===== src/rtl/codec_pkg.sv =====
// Shared codec definitions: CRC-32/MPEG-2 constants, the word-wide CRC step
// used by both the appender and the decoder-side checker, and FSM states.
package codec_pkg;

    localparam logic [31:0] CRC32_POLY = 32'h04C11DB7;
    localparam logic [31:0] CRC32_INIT = 32'hFFFFFFFF;

    typedef enum logic {
        S_DATA = 1'b0,
        S_CRC  = 1'b1
    } state_t;

    // One full 32-bit word per call, bit 31 first, no reflection.
    function automatic logic [31:0] crc32_step(input logic [31:0] crc,
                                               input logic [31:0] data32);
        logic [31:0] c;
        c = crc;
        for (int i = 31; i >= 0; i--) begin
            if (c[31] ^ data32[i])
                c = {c[30:0], 1'b0} ^ CRC32_POLY;
            else
                c = {c[30:0], 1'b0};
        end
        return c;
    endfunction

endpackage


===== src/rtl/codeword_crc_appender.sv =====
// Passes de-interleaved codeword words through and appends a CRC-32 word
// (tlast=1) after every CODEWORD_SIZE_IN_32 words, tagging each word with its index.
module codeword_crc_appender
    import codec_pkg::*;
#(
    parameter int CODEWORD_SIZE_IN_32 = 65,
    parameter int NUM_CODEWORDS       = 4
) (
    input  logic        clk,
    input  logic        rst,
    input  logic [31:0] s_axis_tdata,
    input  logic        s_axis_tvalid,
    output logic        s_axis_tready,
    output logic [31:0] m_axis_tdata,
    output logic        m_axis_tvalid,
    input  logic        m_axis_tready,
    output logic        m_axis_tlast,
    output logic [1:0]  m_axis_tuser
);

    state_t      state;
    state_t      state_nxt;
    logic [6:0]  word_cnt;
    logic [1:0]  cw_idx;
    logic [31:0] crc;

    logic load_ok;
    logic accept;
    logic crc_load;
    logic last_word;

    assign load_ok       = !m_axis_tvalid || m_axis_tready;
    assign s_axis_tready = (state == S_DATA) && load_ok;
    assign accept        = s_axis_tvalid && s_axis_tready;
    assign crc_load      = (state == S_CRC) && load_ok;
    assign last_word     = (word_cnt == 7'(CODEWORD_SIZE_IN_32 - 1));

    always_comb begin
        state_nxt = state;
        case (state)
            S_DATA: if (accept && last_word) state_nxt = S_CRC;
            S_CRC:  if (load_ok)             state_nxt = S_DATA;
            default:                         state_nxt = S_DATA;
        endcase
    end

    always_ff @(posedge clk or posedge rst) begin
        if (rst) state <= S_DATA;
        else     state <= state_nxt;
    end

    // Output register: freezes while the consumer stalls, otherwise reloads
    // with the CRC word, a new data word, or goes empty.
    always_ff @(posedge clk or posedge rst) begin
        if (rst) begin
            m_axis_tdata  <= '0;
            m_axis_tvalid <= 1'b0;
            m_axis_tlast  <= 1'b0;
            m_axis_tuser  <= '0;
        end else if (load_ok) begin
            if (crc_load) begin
                m_axis_tdata  <= crc;
                m_axis_tvalid <= 1'b1;
                m_axis_tlast  <= 1'b1;
                m_axis_tuser  <= cw_idx;
            end else if (accept) begin
                m_axis_tdata  <= s_axis_tdata;
                m_axis_tvalid <= 1'b1;
                m_axis_tlast  <= 1'b0;
                m_axis_tuser  <= cw_idx;
            end else begin
                m_axis_tvalid <= 1'b0;
            end
        end
    end

    always_ff @(posedge clk or posedge rst) begin
        if (rst) begin
            word_cnt <= '0;
            cw_idx   <= '0;
            crc      <= CRC32_INIT;
        end else if (accept) begin
            crc      <= crc32_step(crc, s_axis_tdata);
            word_cnt <= last_word ? 7'd0 : word_cnt + 7'd1;
        end else if (crc_load) begin
            crc    <= CRC32_INIT;
            cw_idx <= (cw_idx == 2'(NUM_CODEWORDS - 1)) ? 2'd0 : cw_idx + 2'd1;
        end
    end

endmodule

===== config.mk =====
export PLATFORM = sky130hd
export DESIGN_NAME = codeword_crc_appender
export DESIGN_NICKNAME = d
export VERILOG_FILES = /design/src/rtl/codec_pkg.sv /design/src/rtl/codeword_crc_appender.sv
export SDC_FILE = /design/constraint.sdc
export NUM_CORES = 1
export LEC_CHECK = 0
export CAP_MARGIN = 20
export CORE_MARGIN = 2
export CORE_UTILIZATION = 35
export DETAILED_ROUTE_END_ITERATION = 16
export PLACE_DENSITY_LB_ADDON = 0.08
export RECOVER_POWER = 25
export SLEW_MARGIN = 15
export SYNTH_ARGS = -nofsm -noshare
export SYNTH_HDL_FRONTEND = slang
export SYNTH_SLANG_ARGS = --single-unit

===== constraint.sdc =====
create_clock -name clk -period 5.64 [get_ports clk]
set_clock_uncertainty 0.05 [all_clocks]
set_input_delay 1.128 -clock clk [delete_from_list [all_inputs] [get_ports clk]]
set_output_delay 1.128 -clock clk [all_outputs]
set_load 0.005 [all_outputs]

==> impl_metrics.json, run 1 <==
{
  "track_usage_pct": 19.7,
  "nFillCells": 1723,
  "die_w_um": 139,
  "root_buffer": "clkbuf_16",
  "pin_count": 73,
  "wl_per_cell_um": 20.6,
  "dp_hpwl_mm": 14.6,
  "grt_pass1_vias": 4498,
  "worstMarginPinSlew_ps": 1370,
  "rows": 49,
  "ctsHoldBuffers": 0,
  "worst-path-max-fanout": 6,
  "start_kind": "input port",
  "final_common_cell": "xnor2_1",
  "dp_slack_ps": 326,
  "min_path_type": "register to register",
  "synth_async_sr_flop_share_pct": 100,
  "crit_required_ps": 5870,
  "post_cts_buffers": 0,
  "antenna_cells": 0,
  "port_buffers": 72,
  "setup_slack_ps": 693,
  "syn_inst": 562,
  "period_needed_ps": 4950,
  "syn_avg_cell_area_sq_um": 11.4,
  "cts_sinks": 78,
  "synth-seq-area-share_pct": 31.2,
  "viasPerCell": 4.80,
  "slew_headroom_pct": 8.93,
  "worstSkewPairLatency_ps": 360,
  "gr-total-overflow": 0,
  "status": "finished clean",
  "antenna_found_initial": 0,
  "final_hold_viol_count": 0,
  "crit_arrival_ps": 5170,
  "setup_tns_ps": 0,
  "cts_resized": 0,
  "final_cell_mix": "150 x xnor2_1, 70 x clkdlybuf4s50_1, 63 x o21ai_0, 46 x dfrtp_1, 42 x xor2_1",
  "slew_viol_final": 0,
  "clock_path_buffers": 2,
  "dr.pass1.iters": 5,
  "clk_pin_slew_ps": 70,
  "synthTopCellsByArea": "xnor2_1 21%, dfrtp_1 18%, dfstp_2 13%",
  "critPathKind": "input port to register",
  "initial_utilization_pct": 35.6,
  "yosysUniqueCellTypes": 35,
  "synth_seq_cells": 78,
  "drt-total-wl_mm": 18.4,
  "cts-buffers-inserted": 9,
  "grt_pass1_wl_mm": 28.5,
  "yosys_warnings": 0,
  "die_y_um": 139,
  "first_iter_violations": 153,
  "drc": 0,
  "yosys.area.top_type": "xnor2_1",
  "drive_gt1_share_pct": 18.8,
  "fmax_mhz": 202,
  "final-setup-viol-count": 0,
  "drv_cap": 0,
  "core_sq_um": 18000,
  "htree_levels": 3,
  "final_nets": 699,
  "synth_ff_type": "dfrtp_1",
  "end_kind": "register",
  "fin_crit_sh_pct": 87.7,
  "synth_top_area_share_pct": 20.6,
  "synth-edff-count": 0,
  "grt_start_max_net_pins": 53,
  "syn_area_sq_um": 6390,
  "ant_nets": 0,
  "vias": 4287,
  "syn_nets": 601,
  "fp.dieArea_sq_um": 19400,
  "rsz0062_at_grt": "false",
  "area_growth_pct": 23.6,
  "cts_tree": "done",
  "place_congestion": 0.896
}
==> cell families after synthesis <==
logic type               share of synthesized area, %
adder cells (fa/ha/maj)                         0.587
AND/OR/NAND/NOR                                  4.82
buffers and inverters                            1.59
multiplexers                                     5.89
flip-flops                                       31.2
XOR/XNOR                                         48.8
AO/OA/AOI/OAI                                    7.17
==> through the flow <==
step	hold WS (ps)	cell area, sq um	util, %	std cells
floorplan	393	6390	-	562
global placement	408	7600	42.3	877
detailed placement	416	7600	42.3	877
CTS	433	7890	43.9	893
global route	449	7900	44.0	894
finish	427	7900	44.0	894
==> flip-flops by register name (all words and copies together) (netlist names) <==
register,cells
m_axis_tlast,1
m_axis_tuser,2
m_axis_tdata,32
m_axis_tvalid,1
state,1
word_cnt,7
crc,32
cw_idx,2
==> cells in the mapped netlist (4+ instances only) <==
library cell  count
xnor2_1         150
o21ai_0          63
dfrtp_1          46
xor2_1           42
nand2_1          39
dfstp_2          32
mux2i_1          32
xnor3_1          32
clkbuf_1         20
a21oi_1          15
nor3_1           15
xnor2_2          11
o21ai_1           9
xnor3_2           8
mux2_2            5
nor2_1            5
xor3_1            5
inv_1             4
xnor2_4           4
xor2_2            4
==> path summary, 6_finish.rpt <==
| check | end | slack [ps] | start | cells past startpoint |
|---|---|---|---|---|
| min in group asynchronous | cw_idx[0] | 1480 | rst | 2 |
| min | m_axis_tlast | 430 | m_axis_tlast | 1 |
| max reg2reg | crc[8] | 1470 | crc[27] | 9 |
| max | crc[8] | 690 | s_axis_tdata[27] | 10 |
| min reg2reg | m_axis_tlast | 430 | m_axis_tlast | 1 |
| max in group asynchronous | crc[3] | 1970 | rst | 4 |
==> final cells by class <==
type	count	area, sq um	area share [%]
flip-flops and latches	78	1990	25.2
clock inverters	7	65.1	0.824
repair buffers	110	1000	12.7
multi-input cells	457	4310	54.6
inverters	4	16.3	0.206
well taps	229	287	3.63
clock buffers	9	225	2.85
==> worst max-delay path: stages <==
cell	delay, ps
clkdlybuf4s50_1	580
xor2_2	390
xnor3_1	700
xnor2_2	290
xnor3_2	460
xnor3_2	550
xnor3_1	480
xnor3_2	280
xnor2_1	160
a21oi_1	160
==> per-layer routing <==
| metal | part of all wire, % | routed length [um] | vias to the layer above | global-route usage, % |
|---|---|---|---|---|
| met5 | 0 | 0 | - | 0 |
| met4 | 2.4 | 433 | 0 | 6.43 |
| met3 | 3.3 | 605 | 23 | 2.90 |
| met2 | 48 | 8790 | 98 | 32.5 |
| met1 | 47 | 8600 | 2084 | 26.8 |
| li1 | - | - | 2082 | - |
Power of run 1 is not shown: default switching activity piles up to over one toggle a cycle in this logic, so the estimate is an artifact.
==> inputs of run 2 (changes only) <==
- PLACE_DENSITY: not set -> 0.63
- PLACE_DENSITY_LB_ADDON: 0.08 -> not set
==> impl_metrics.json, run 2 (same netlist as run 1, synthesis figures left out) <==
{
  "status": "complete, but fails checks",
  "violations": "capacitance limit, slew limit",
  "fin_crit_sh_pct": 88.0,
  "cts_tree": "done",
  "first_iter_violations": 206,
  "final_common_cell": "xnor2_1",
  "drc": 0,
  "fp.dieArea_sq_um": 19400,
  "grt_pass1_vias": 4463,
  "slowest_stage": "xnor3_2",
  "path_cells": "clkdlybuf4s50_1, xnor2_4, xnor3_2, xnor2_4, xnor3_2, xor2_4, xnor3_2, xnor3_2, xor2_1, a21oi_1",
  "critical_path_buf_inv_count": 1,
  "setup_tns_ps": 0,
  "cts_sinks": 78,
  "pin_count": 73,
  "antenna_found_initial": 0,
  "antenna_cells": 0,
  "clk_pin_slew_ps": 60,
  "viasPerCell": 4.85,
  "crit_required_ps": 5860,
  "final_nets": 686,
  "track_usage_pct": 18.1,
  "period_needed_ps": 4960,
  "slew_viol_final": 43,
  "worstHoldStart": "m_axis_tlast",
  "worstMarginPinSlew_ps": 1660,
  "critical_path.top_delay_family": "XOR/XNOR gates",
  "crit_start": "s_axis_tdata[26]",
  "cts_resized": 0,
  "worst-path-max-fanout": 8,
  "ctsHoldBuffers": 0,
  "timing.rr.start": "crc[29]",
  "initial_utilization_pct": 35.6,
  "grt_start_max_net_pins": 52,
  "drv_cap": 1,
  "area_growth_pct": 21.7,
  "port_buffers": 72,
  "fmax_mhz": 201,
  "clock_path_buffers": 2,
  "grt_pass1_wl_mm": 26.8,
  "rsz0062_at_grt": "false",
  "gr-total-overflow": 0,
  "ant_nets": 0,
  "start_kind": "input port",
  "final-setup-viol-count": 0,
  "root_buffer": "clkbuf_16",
  "cp_common_cell": "xnor3_2",
  "post_cts_buffers": 0,
  "rows": 49,
  "critPathKind": "input port to register",
  "final_cell_mix": "150 x xnor2_1, 64 x clkdlybuf4s50_1, 63 x o21ai_0, 46 x dfrtp_1, 42 x xor2_1",
  "crit_arrival_ps": 5180,
  "worstSkewPairLatency_ps": 340,
  "cpPeakStageDelay_ps": 570,
  "drive_gt1_share_pct": 17.0,
  "drt-total-wl_mm": 17.1,
  "htree_levels": 3,
  "core_sq_um": 18000,
  "wl_per_cell_um": 19.4,
  "place_congestion": 0.914,
  "dp_hpwl_mm": 13.3,
  "die_w_um": 139,
  "end_kind": "register",
  "final_hold_viol_count": 0,
  "dr.pass1.iters": 4,
  "cts-buffers-inserted": 9,
  "die_y_um": 139,
  "slew_headroom_pct": -10.6,
  "vias": 4276,
  "reg_top3": "crc: 32 flops, m_axis_tdata: 32 flops, word_cnt: 7 flops",
  "min_path_type": "register to register",
  "rrSetupSlack_ps": 1510
}
==> run 2: routing by layer <==
metal	up-vias	share of wire, %	routed length (um)	global-route usage (%)
met1	2074	46	7860	25.5
li1	2059	-	-	-
met2	112	45	7710	28.6
met4	0	3.4	577	5.64
met3	31	5.4	918	3.00
met5	-	0	0	0
==> run 2: through the flow <==
| step | instance area (sq um) | util, % | hold WS, ps | setup WS, ps | std cells |
|---|---|---|---|---|---|
| finish | 7780 | 43.3 | 423 | 675 | 881 |
| global route | 7780 | 43.3 | 466 | 519 | 881 |
| CTS | 7780 | 43.3 | 428 | 661 | 881 |
| detailed placement | 7510 | 41.8 | 415 | 331 | 865 |
| global placement | 7510 | 41.8 | 413 | 399 | 865 |
| floorplan | 6390 | - | 393 | 1310 | 562 |
==> run 2: cell type report <==
class                      instances  area (sq um)
clock inverter                     6          38.8
inverter                           4          15.0
clock buffer                      10           229
sequential                        78          1990
multi-input combinational        457          4310
tap                              229           287
fill                            1662         10200
timing repair buffer              97           908
==> run 2: path summary, 6_finish.rpt <==
path	endpoint	cells past startpoint
max in group asynchronous	crc[4]	3
hold / removal	m_axis_tlast	1
setup reg to reg	crc[8]	9
min in group asynchronous	word_cnt[2]	2
setup / recovery	crc[9]	10
hold reg to reg	m_axis_tlast	1
Power of run 2 is left out for the same reason.
==> inputs of run 3 (changes only) <==
- HOLD_SLACK_MARGIN: not set -> 0.06
==> results of run 3 <==
Same layout as run 2: the final DEF is identical, and so are final timing and power.
Power of run 3 is left out for the same reason.
